### src/rtl/count_uart_tx_pkg.sv
// Shared types and frame geometry for the 8N1 counter-value UART transmitter.
package count_uart_tx_pkg;

  localparam int unsigned DATA_BITS  = 8;
  localparam int unsigned FRAME_BITS = 10;
  localparam int unsigned IDX_W      = $clog2(DATA_BITS);

  typedef enum logic [1:0] {
    IDLE  = 2'd0,
    START = 2'd1,
    DATA  = 2'd2,
    STOP  = 2'd3
  } state_t;

endpackage

### src/rtl/uart_baud_gen.sv
// Bit-period counter; bit_tick is a registered flag marking the last cycle of each bit period.
module uart_baud_gen #(
  parameter int unsigned CLKS_PER_BIT = 104
) (
  input  logic clk,
  input  logic rst_n,
  input  logic restart,
  input  logic run,
  output logic bit_tick
);

  localparam int unsigned     CNT_W = 16;
  localparam logic [CNT_W-1:0] LAST = CNT_W'(CLKS_PER_BIT - 1);

  logic [CNT_W-1:0] cnt;
  logic [CNT_W-1:0] cnt_next;

  // Count up while a frame runs, wrap after the last cycle of a bit, hold at zero when idle.
  always_comb begin
    cnt_next = '0;
    if (run && !restart && !bit_tick) begin
      cnt_next = cnt + CNT_W'(1);
    end
  end

  always_ff @(posedge clk) begin
    if (!rst_n) begin
      cnt      <= '0;
      bit_tick <= 1'b0;
    end else begin
      cnt      <= cnt_next;
      bit_tick <= (restart || run) && (cnt_next == LAST);
    end
  end

endmodule

### src/rtl/count_uart_tx.sv
// 8N1 serial transmitter with a one-entry holding buffer for back-to-back frames.
module count_uart_tx
  import count_uart_tx_pkg::*;
#(
  parameter int unsigned CLKS_PER_BIT = 104
) (
  input  logic                 clk,
  input  logic                 rst_n,
  input  logic [DATA_BITS-1:0] in_data,
  input  logic                 in_valid,
  output logic                 in_ready,
  output logic                 tx,
  output logic                 busy,
  output logic                 tx_done
);

  state_t               state;
  logic [DATA_BITS-1:0] shifter;
  logic [DATA_BITS-1:0] hold;
  logic                 buf_full;
  logic [IDX_W-1:0]     bit_idx;
  logic                 bit_tick;
  logic                 accept;
  logic                 restart;
  logic                 stop_end;

  always_comb begin
    accept   = in_valid && !buf_full;
    stop_end = (state == STOP) && bit_tick;
    restart  = ((state == IDLE) && accept) || (stop_end && (buf_full || accept));
  end

  uart_baud_gen #(
    .CLKS_PER_BIT(CLKS_PER_BIT)
  ) u_baud (
    .clk     (clk),
    .rst_n   (rst_n),
    .restart (restart),
    .run     (state != IDLE),
    .bit_tick(bit_tick)
  );

  // Frame sequencer; tx is always taken straight from a flop.
  always_ff @(posedge clk) begin
    if (!rst_n) begin
      state    <= IDLE;
      tx       <= 1'b1;
      shifter  <= '0;
      hold     <= '0;
      buf_full <= 1'b0;
      bit_idx  <= '0;
    end else begin
      case (state)
        IDLE: begin
          if (accept) begin
            shifter <= in_data;
            state   <= START;
            tx      <= 1'b0;
            bit_idx <= '0;
          end
        end
        START: begin
          if (bit_tick) begin
            state   <= DATA;
            tx      <= shifter[0];
            bit_idx <= '0;
          end
        end
        DATA: begin
          if (bit_tick) begin
            if (bit_idx == IDX_W'(DATA_BITS - 1)) begin
              state <= STOP;
              tx    <= 1'b1;
            end else begin
              tx      <= shifter[1];
              shifter <= shifter >> 1;
              bit_idx <= bit_idx + IDX_W'(1);
            end
          end
        end
        STOP: begin
          if (bit_tick) begin
            bit_idx <= '0;
            if (buf_full) begin
              shifter  <= hold;
              buf_full <= 1'b0;
              state    <= START;
              tx       <= 1'b0;
            end else if (accept) begin
              shifter <= in_data;
              state   <= START;
              tx      <= 1'b0;
            end else begin
              state <= IDLE;
              tx    <= 1'b1;
            end
          end
        end
        default: begin
          state <= IDLE;
          tx    <= 1'b1;
        end
      endcase

      // Mid-frame acceptances park in the buffer; an end-of-stop acceptance goes straight to the shifter.
      if (accept && (state != IDLE) && !stop_end) begin
        hold     <= in_data;
        buf_full <= 1'b1;
      end
    end
  end

  assign in_ready = ~buf_full;
  assign busy     = (state != IDLE) || buf_full;
  assign tx_done  = (state == STOP) && bit_tick;

endmodule

### config.mk
export PLATFORM = sky130hd
export DESIGN_NAME = count_uart_tx
export DESIGN_NICKNAME = d
export VERILOG_FILES = /design/src/rtl/count_uart_tx_pkg.sv /design/src/rtl/uart_baud_gen.sv /design/src/rtl/count_uart_tx.sv
export SDC_FILE = /design/constraint.sdc
export NUM_CORES = 1
export LEC_CHECK = 0
export CAP_MARGIN = 30
export CORE_ASPECT_RATIO = 0.5
export CORE_UTILIZATION = 60
export CTS_BUF_LIST = sky130_fd_sc_hd__clkbuf_8
export DETAILED_ROUTE_END_ITERATION = 6
export PLACE_DENSITY = 0.81
export SLEW_MARGIN = 20
export SYNTH_ARGS = -nofsm -noshare
export SYNTH_HDL_FRONTEND = slang
export SYNTH_SLANG_ARGS = --single-unit
### constraint.sdc
create_clock -name clk -period 2.61 [get_ports clk]
set_input_delay 0.522 -clock clk [delete_from_list [all_inputs] [get_ports clk]]
set_output_delay 0.522 -clock clk [all_outputs]
set_load 0.05 [all_outputs]
* Yosys cells after proc, flatten, opt, wreduce, memory -nomap -nowiden
Index checks and enable logic that the tools add are counted.
** Cells by class
- Muxes and demuxes :: 31
- Add/subtract/negate cells :: 2
- Reduce and logical (&&, ||, !) cells :: 28
- Divide/modulo/power cells :: 0
- Multipliers :: 0
- Equal/unequal tests :: 12
- Bitwise operators :: 1
- Order comparisons :: 0
- Shifts and indexed selects :: 0
** Operators with widths (number)
- two-way mux 8 bit :: 5
- one-hot mux 8 bit (3 select lines) :: 1
- adder 16 x 1 -> 16 bit, second input constant :: 1
- equality test 16 x 7 -> 1 bit, second input constant :: 1
- two-way mux 16 bit :: 1
- two-way mux 1 bit :: 12
- two-way mux 3 bit :: 4
- AND reduction 4 bit :: 3
- two-way mux 2 bit :: 5
- logical AND 1 bit :: 9
- one-hot mux 3 bit (3 select lines) :: 1
- != test 2 x 1 -> 1 bit, second input constant :: 4
- one-hot mux 2 bit (4 select lines) :: 1
- != test 2 bit, second input constant :: 3
- nonzero test 2 bit :: 3
- AND reduction 5 bit :: 1
- equality test 2 bit, second input constant :: 2
- logical NOT 1 bit :: 4
- logical OR 1 bit :: 4
- one-hot mux 1 bit (4 select lines) :: 1
- adder 3 x 1 -> 3 bit, second input constant :: 1
- equality test 3 bit, second input constant :: 1
- nonzero test 3 bit :: 1
- equality test 2 x 1 -> 1 bit, second input constant :: 1
- 4 further kinds :: 4
** Word-level totals
- Output and inout port bits :: 4
- Input bits :: 11
- Bits in writable memories :: 0
- Latch bits :: 0
- ROM bits :: 0
- Memories :: 0
- Register bits :: 40
- Word-level logic and storage cells :: 82

* Logic depth before layout (Yosys ltp)
Gate-level depths: netlist of run 1.
- Depth in word-level cells :: 11
- Depth in mapped cells :: 8
- Gate-level depth less buffers :: 7

* Hierarchy
A second synthesis of run 1 with hierarchy kept.
** Unflattened totals
- Cells, all modules :: 249
- Area, all modules :: 2252.2 µm²
** Modules (own cells, without submodules)
- count_uart_tx :: cells an instance 146, area each 1317.5 µm², instances 1, seq. area each 460.4 µm²
- uart_baud_gen :: cells an instance 103, area each 934.6 µm², instances 1, seq. area each 340.3 µm²

* Worst setup path after synthesis of run 1
OpenSTA, ideal clock, no wires.
- Path type :: register to register
- Start point :: register state[1]
- End point :: register u_baud.bit_tick
- Data required time :: 2523 ps
- Cell stages (with the launch flop) :: 9
- Arrival :: 2229 ps
- Period minus slack after synthesis :: 2316 ps
- Path buffers :: 1
- Library setup time :: 87 ps
- Setup slack :: 294 ps
- Cell sequence :: dfxtp_1 inv_1 ha_1 or3b_1 clkbuf_1 or4_1 a221oi_2 o211ai_1 nor4b_2
** Between the ends
- Longest elaborated chain between the ends :: 10
- Elaborated cells on any way between the ends :: 14
- Classes of those cells :: eq/ne (2); mux (1); reduce/logical (11)
** RTL lines
- start: declaration :: RTL line count_uart_tx.sv:17 : state_t state;
- start signal: assignment :: RTL line count_uart_tx.sv:46 : state <= IDLE;
- start signal: assignment :: RTL line count_uart_tx.sv:57 : state <= START;
- start signal: assignment :: RTL line count_uart_tx.sv:64 : state <= DATA;
- equality test 2 bit :: RTL line count_uart_tx.sv:29 : stop_end = (state == STOP) && bit_tick;
- logical AND 1 bit :: RTL line count_uart_tx.sv:29
- logical AND 1 bit :: RTL line count_uart_tx.sv:30 : restart = ((state == IDLE) && accept) || (stop_end && (buf_full || accept));
- logical OR 1 bit :: RTL line count_uart_tx.sv:30
- logical NOT 1 bit :: RTL line uart_baud_gen.sv:21 : if (run && !restart && !bit_tick) begin
- logical AND 1 bit (2 in series) :: RTL line uart_baud_gen.sv:21
- two-way mux 16 bit :: RTL line uart_baud_gen.sv:21
- equality test 16 x 7 -> 1 bit :: RTL line uart_baud_gen.sv:32 : bit_tick <= (restart || run) && (cnt_next == LAST);
- logical AND 1 bit (*) :: RTL line uart_baud_gen.sv:32
- end signal: assignment :: RTL line uart_baud_gen.sv:32
- end: declaration :: RTL line uart_baud_gen.sv:9 : output logic bit_tick
Mark *: on every way between the ends. The rest lies on a longest branch, timed or not.
A chain may end at the register's enable or synchronous reset.

* Final worst setup path of run 1
- Start point :: register state[0]
- End point :: register u_baud.bit_tick
Same word-level chain as after synthesis.

==> impl_results.md, run 1 <==
- Initial antenna violation count: 0
- Result of the run: finished, final reports clean
- Vias: 1804
- First-pass GRT wire length: 7.37 mm
- Die Width: 85.9 um
- # rows: 14
- Main combinational cell family by area after synthesis: simple AND/OR/NAND/NOR gates
- Worst clock skew: 4.13 ps
- Per-cell routed wire length: 14.3 um
- Fin crit period: 2450 ps
- Hpwl dp: 2.94 mm
- Die span in y: 43.9 um
- Worst Reg-to-Reg Cells: 7
- CTS clk-pin slew, worst paths: 70 ps
- Mapped Area: 2110 um^2
- Hold Crit Start: u_baud.cnt[0]
- Critical R2R Capture: u_baud.bit_tick
- Sink Count: 40
- Initial detailed-routing violation count: 49
- Commonest non-fill, non-tap cell in the layout: dfxtp_1
- Clock root cell: clkbuf_8
- Setup TNS: 0 ps
- Hold path depth: 1
- LEAKAGE: 0.000958 uW
- Seq/Total Area, Yosys: 0.380
- WS Path Type: register to register
- Max-slew headroom at the worst pin: 0.606
- Mapped Nets: 259
- Worst VDD drop: 0.444 mV
- Syn Inst Count: 240
- Async set-reset flop share out of synthesis: 0
- Number of distinct library cells after synthesis: 48
- DIE AREA: 3770 um^2
- Post-synthesis xor/xnor area fraction: 0.0581
- Layout area overhead: 16.0%
- Setup violations, final: 0
- Via/cell ratio: 5.99
- Fillers: 214
- RSZ-0062 raised after global routing: no
- Most frequent cells in the layout: dfxtp_1 (39), nor2_1 (18), nor2b_1 (15)
- Syn Area/Cell: 8.79 um^2
- Maxcap violations: 0
- Hold Path Sink: u_baud.cnt[0]
- FF/Latch Area: 802 um^2
- Mux cell area share after synthesis: 0.0522
- Number of synthesized flops with an enable pin: 0
- Buffers on Ports: 14
- Dominant synthesized flop cell: dfxtp_1
- IO Pins: 15
- Number of synthesized register bits: 40
- Multi-input gate area: 1240 um^2
- Total gr overflow: 0
- CTS Buf Count: 5
- Power density over cell area: 991 nW/um^2
- Skew-Pair Late Insertion Delay: 290 ps
- Setup ws final: 163 ps
- Fin crit share: 0.937
- Finished Core Util: 0.772
- Yosys warning total: 0
- Setup crit end kind: register
- Arr. time, crit path: 2650 ps
- Gr usage total: 0.250
- Simple-Gate Fraction of Synth Area: 0.237
- Hold Buf Count CTS: 0
- Synth Area in Adders: 0.0522
- Crit path max fanout: 7
- Number of global-route vias before repair: 1689
- Finished Cell Area: 2450 um^2
- # diodes: 0
- Critical path startpoint category: register
- Layout cells sized above 1: 0.0751
- Final nets: 271
- Core Region: 3170 um^2
- RD Place Congestion: 0.847
- Compound-Gate Fraction of Synth Area: 0.187
- Post-Place Cell Area: 2280 um^2
- CTS tree: built
- R2R Setup Slk: 160 ps
- R2R Path Start: state[0]
- Fmax: 0.409 GHz
- Bufs on Longest Clock Path: 2
- Pre-CTS setup slack: 6.14 ps
- Worst-margin pin slew: 590 ps
- Slew Viols, Final: 0
- Largest net degree at the start of global routing: 26
- Htree depth: 2
- Starting Density: 0.665
- DR pass1 iterations: 4
- Hold Vio Cnt, Final: 0
- Routed WL: 4.31 mm
- Residual DRC: 0
- Worst EP required: 2810 ps
- Worst hold path class: register to register
- Final ANT Viol Nets: 0
## routing by layer
metal / GRT usage / share of wire
met2: 0.451 / 0.47
met5: 0 / 0
met1: 0.306 / 0.48
met4: 0.0700 / 0.011
met3: 0.0590 / 0.044
## registers in the layout (all words and copies together), names as in the netlist
signal	cells
hold	8
shifter	8
u_baud.cnt	16
tx	1
u_baud.bit_tick	1
state	2
bit_idx	3
buf_full	1
## cell usage after synthesis (6+ instances only)
cell,number,share of area
nor2_1,18,0.032
ha_1,8,0.047
a21oi_1,12,0.028
o21ai_0,11,0.026
nor2b_1,15,0.044
o211a_1,6,0.028
inv_1,7,0.012
mux2i_1,11,0.052
a22oi_1,8,0.028
dfxtp_1,40,0.38
nand2_1,12,0.021
nor3_1,6,0.014
nand3_1,11,0.026
clkbuf_1,12,0.021
xnor2_1,9,0.037
## logic make-up after synthesis
family | Yosys count
AND/OR/NAND/NOR | 90
AO/OA/AOI/OAI | 57
flip-flops | 40
buffers and inverters | 19
XOR/XNOR | 14
multiplexers | 11
adder cells (fa/ha/maj) | 9
## layout make-up
type                       count  share of cell area
timing repair buffer          17              0.0654
clock inverter                 3              0.0368
sequential                    40               0.328
inverter                       7              0.0107
tap                           48              0.0245
multi-input combinational    181               0.507
clock buffer                   5              0.0281
## worst max path at each step
| stage | depth (start not counted) | start | slack [ps] | end |
|---|---|---|---|---|
| 3_5_place_dp | 6 | rst_n | 6 | u_baud.bit_tick |
| 6_report | 7 | state[0] | 160 | u_baud.bit_tick |
| 5_1_grt | 7 | state[0] | 50 | u_baud.bit_tick |
| 3_3_place_gp | 6 | rst_n | 70 | u_baud.bit_tick |
| 2_1_floorplan | 8 | state[1] | 290 | u_baud.bit_tick |
| 4_1_cts | 7 | state[1] | 50 | u_baud.bit_tick |
## repair_timing
item,in CTS,in global routing
endpoints found under the setup margin,0,1
gates resized for setup,0,2
setup buffers,0,0
hold endpoints to repair,0,0
## stage by stage
stage          power [uW]  hold WS (ps)  cells
2_1_floorplan        1490           426    240
3_3_place_gp         1700           440    293
3_5_place_dp         1720           457    293
4_1_cts              2420           473    301
5_1_grt              2570           502    301
6_report             2420           481    301
## worst max-delay path, cell delays in order (launching register included)
cell	delay, ps
dfxtp_1	360
inv_1	110
ha_2	240
or4b_2	600
or4_1	430
a221oi_2	180
o211ai_1	140
nor4b_2	300
## power breakdown
group	switching (uW)	internal, uW	total, uW
Sequential	86.6	729	815
Combinational	554	358	912
Clock	219	478	697
Total	860	1570	2420
(Power assumes the default switching activity.)
==> run 2, diff against run 1 <==
CAP_MARGIN = unset   (was 30)
==> results of run 2 <==
No change in the layout: final DEF, timing and power equal those of run 1.
==> run 3, diff against run 2 <==
ABC_CLOCK_PERIOD_IN_PS = 2610   (was unset)
==> results of run 3 <==
No change in the layout: final DEF, timing and power equal those of run 1.
==> RTL edit 1, RTL diff (flow settings as in run 3) <==
Register the output `tx` once more, cleared by the reset; this adds one clock of latency there. The other outputs are not delayed to match.
--- a/src/rtl/count_uart_tx.sv
+++ b/src/rtl/count_uart_tx.sv
@@ -15,2 +15,4 @@
 );
+
+  logic tx_s0;
 
@@ -46,3 +48,3 @@
       state    <= IDLE;
-      tx       <= 1'b1;
+      tx_s0    <= 1'b1;
       shifter  <= '0;
@@ -57,3 +59,3 @@
             state   <= START;
-            tx      <= 1'b0;
+            tx_s0   <= 1'b0;
             bit_idx <= '0;
@@ -64,3 +66,3 @@
             state   <= DATA;
-            tx      <= shifter[0];
+            tx_s0   <= shifter[0];
             bit_idx <= '0;
@@ -72,5 +74,5 @@
               state <= STOP;
-              tx    <= 1'b1;
+              tx_s0 <= 1'b1;
             end else begin
-              tx      <= shifter[1];
+              tx_s0   <= shifter[1];
               shifter <= shifter >> 1;
@@ -87,3 +89,3 @@
               state    <= START;
-              tx       <= 1'b0;
+              tx_s0    <= 1'b0;
             end else if (accept) begin
@@ -91,6 +93,6 @@
               state   <= START;
-              tx      <= 1'b0;
+              tx_s0   <= 1'b0;
             end else begin
               state <= IDLE;
-              tx    <= 1'b1;
+              tx_s0 <= 1'b1;
             end
@@ -100,3 +102,3 @@
           state <= IDLE;
-          tx    <= 1'b1;
+          tx_s0 <= 1'b1;
         end
@@ -116,2 +118,10 @@
 
+  always_ff @(posedge clk) begin
+    if (!rst_n) begin
+      tx <= '0;
+    end else begin
+      tx <= tx_s0;
+    end
+  end
+
 endmodule
Check against the original RTL: not equivalent (a bounded check fails within 4 cycles, from zero or initial values and one cycle with rst_n low).
==> RTL edit 1 against run 3 <==
Non-clock buffer count is 1 higher; die area hardly changed; cell area is 3.5% lower; synthesized area hardly changed; wire length is 1.5% higher; critical path depth is 3 lower; register-to-register slack better by 0.04 ns; maximum frequency is 3.5% lower; power is 12% lower; setup slack worse by 0.089 ns; sequential cell count is 1 higher; clock power is 45% lower; global-route usage is 1.2 points higher; critical path type is now flip-flop to primary output; highest routed layer unchanged.
==> RTL edit 1: results (changes against run 3) <==
min_path:
  hold_start: "tx_s0"  # was u_baud.cnt[0]
finish:
  clk_share: 0.03125  # was 0.06493
  signal_buffers: 18  # was 17
  drive_above_1_share: 0.05859  # was 0.07510
  num-multi-input-gates: 184  # was 181
  buf_share: 0.07203  # was 0.06544
  layout.nets: 276  # was 271
  register_area_um2: 820.8  # was 802.0 µm²
  final_util: 0.7451  # was 0.7719
logic_synthesis:
  synth_common_cells: "41 x dfxtp_1, 39 x nor2_1, 14 x mux2i_1, 10 x a21oi_1, 10 x o21ai_0"  # was 40 x dfxtp_1, 18 x nor2_1, 15 x nor2b_1
  synth_top_area_frac: 0.3893  # was 0.3796
  synth_nets: 263  # was 259
  synth-adder-area-share: 0.04748  # was 0.05219
  ys_types: 47  # was 48
  synth_xor_area_frac: 0.05401  # was 0.05813
  synth_compound_area_frac: 0.1703  # was 0.1874
  yosysSeqAreaShare: 0.3893  # was 0.3796
  syn_inst: 244  # was 240
  muxShareOfSynthArea: 0.06647  # was 0.05219
global_route:
  grtUsageMet1: 0.3341  # was 0.3062
  met3_usage: 0.06476  # was 0.05905
  grt.met2_usage: 0.4416  # was 0.4512
  grt_pass1_vias: 1714  # was 1689
  grtUsageTotal: 0.2623  # was 0.2500
  grt_start_max_net_pins: 24  # was 26
setup_path:
  crit_slowest_cell: "clkdlybuf4s50_1"  # was or4b_2
  worst-path-max-fanout: 6  # was 7
  cp_top_family: "buffers and inverters"  # was simple AND/OR/NAND/NOR gates
  arrival_ns: 2.01  # was 2.65 ns
placed_design:
  dpl_worst_slack_ns: 0.2041  # was 0.006141 ns
  gp_congestion: 0.8427  # was 0.8473
  dpl.hpwl_mm: 3.025  # was 2.942 mm
  dp_cells: 298  # was 293
  place_area_um2: 2288  # was 2285 µm²
power_and_ir_drop:
  vdd_drop_max_mv: 0.5248  # was 0.4442 mV
  switching_share: 0.4010  # was 0.3545
status:
  status: "finished clean"  # unchanged
routing:
  drt-initial-drc-count: 52  # was 49
  routedWlPerCell_um: 14.38  # was 14.31 µm
  vias: 1789  # was 1804
  route.final.wire_length_mm: 4.371  # was 4.306 mm
clock_network:
  cts_made_buffers: 5  # unchanged
  cts_sinks: 41  # was 40
timing:
  fin_skew_ns: 0.006106  # was 0.004134 ns
[RTL edit 1: changes by cell type in the layout (fill, tap and decap cells not counted), sizes merged, moves of 3 or more]
cell / delta
nand3: -4
a311oi: +5
mux2i: +3
bufinv: -3
nor2b: -12
o31ai: +3
o211a: -6
xnor2: -3
nor3b: -3
or3b: -3
nor2: +22
[RTL edit 1: final timing paths]
kind / cells past startpoint / endpoint / slack [ns]
max: 4 / busy / 0.07
min: 2 / tx_s0 / 0.47
max reg2reg: 7 / u_baud.bit_tick / 0.20
min reg2reg: 2 / tx_s0 / 0.47
[RTL edit 1: power groups by stage]
stage          sequential (µW)  combinational (µW)  clock (µW)
2_1_floorplan              835                 684           0
3_3_place_gp               835                 879           0
3_5_place_dp               840                 902           0
4_1_cts                    828                 908         391
5_1_grt                    846                1020         407
6_report                   831                 917         386
[RTL edit 1: per-layer routing]
layer	part of all wire	vias up
met5	0	-
met4	0.012	0
met3	0.037	7
met2	0.47	34
met1	0.49	837
li1	-	911
==> RTL edit 2, RTL diff (settings of run 3) <==
Without the edit above. Change the package constant `DATA_BITS` from 8 to 4.
--- a/src/rtl/count_uart_tx_pkg.sv
+++ b/src/rtl/count_uart_tx_pkg.sv
@@ -3,3 +3,3 @@
 
-  localparam int unsigned DATA_BITS  = 8;
+  localparam int unsigned DATA_BITS  = 4;
   localparam int unsigned FRAME_BITS = 10;
Ports: changed (resized in_data); port bits go from 15 to 11. No check against the original RTL was run, so the function may have changed too.
==> RTL edit 2 against run 3 <==
Wire length shrank 17%; synthesized cell count fell by 15%; synthesized area shrank 19%; power fell by 32%; critical path type is now flip-flop to primary output; final cell count down 16%; setup slack worse by 0.077 ns; cell area decreased by 22%; sequential cell count shrank 9.
==> RTL edit 2: results (changes against run 3) <==
status:
  status: "finished clean"  # unchanged
placed_design:
  dpl.hpwl_mm: 2.493  # was 2.942 mm
  dpl_worst_slack_ns: 0.2166  # was 0.006141 ns
  dp_cells: 244  # was 293
  place_area_um2: 1831  # was 2285 µm²
  placement.io_buffers: 10  # was 14
logic_synthesis:
  avgSynthCellArea_um2: 8.372  # was 8.790 µm²
  synth_compound_area_frac: 0.1663  # was 0.1874
  synth_nets: 218  # was 259
  synth_area_leaders: "dfxtp_1 36%, nor2_1 7.0%, mux2i_1 5.9%"  # was dfxtp_1 38%, mux2i_1 5.2%, ha_1 4.7%
  yosysSeqAreaShare: 0.3634  # was 0.3796
  muxShareOfSynthArea: 0.05861  # was 0.05219
  synth_xor_area_frac: 0.05641  # was 0.05813
  synth-adder-area-share: 0.05128  # was 0.05219
global_route:
  grt.met2_usage: 0.4159  # was 0.4512
  grt_start_max_net_pins: 15  # was 26
  grt_pass1_vias: 1277  # was 1689
  grt_pass1_wl_mm: 5.651  # was 7.369 mm
  grtUsageMet1: 0.3123  # was 0.3062
  met3_usage: 0.06977  # was 0.05905
  grtUsageTotal: 0.2476  # was 0.2500
routing:
  vias_per_cell: 5.972  # was 5.993
  m1WireLength_mm: 1.767  # was 2.064 mm
  drt-initial-drc-count: 67  # was 49
  route.final.wire_length_mm: 3.595  # was 4.306 mm
power_and_ir_drop:
  p_int_uw: 973.4  # was 1565 µW
  vdd_drop_max_mv: 0.3845  # was 0.4442 mV
  p_leak_uw: 0.0007159  # was 0.0009577 µW
  p_clk_uw: 357  # was 697 µW
  combPwrFrac: 0.411  # was 0.376
setup_path:
  slowest_delay_ns: 0.81  # was 0.60 ns
  arrival_ns: 2.00  # was 2.65 ns
  crit_slowest_cell: "clkdlybuf4s50_1"  # was or4b_2
  cp_top_family: "buffers and inverters"  # was simple AND/OR/NAND/NOR gates
  worst-path-max-fanout: 6  # was 7
finish:
  drive_above_1_share: 0.06977  # was 0.07510
  layout.nets: 228  # was 271
  fillers: 204  # was 214
  final_cells: 252  # was 301
timing:
  fin_skew_ns: 0.003738  # was 0.004134 ns
==> RTL edit 2: cell count changes after synthesis, sizes merged, moves of 3 or more <==
| cell | delta |
|---|---|
| nor2 | +14 |
| nor2b | -14 |
| o21ai | -5 |
| or3b | -3 |
| o211a | -6 |
| clkbuf | -5 |
| xnor2 | -3 |
| a21oi | -4 |
| a22oi | -6 |
| dfxtp | -9 |
==> RTL edit 2: final cells by class <==
class                           count  area, µm²  area share
Multi-Input combinational cell    156       1022      0.5350
Sequential cell                    31      620.6      0.3248
Timing Repair Buffer               11      106.4     0.05566
Clock buffer                        5      68.82     0.03602
Tap cell                           37      46.29     0.02423
Inverter                            9      33.78     0.01768
Clock inverter                      3      12.51    0.006549
==> RTL edit 2: worst paths after layout <==
check,from,to,slack (ns),depth (start not counted)
min reg2reg,hold[0],hold[0],0.50,2
min,hold[0],hold[0],0.50,2
max,state[1],busy,0.09,4
max reg2reg,state[0],state[0],0.48,7
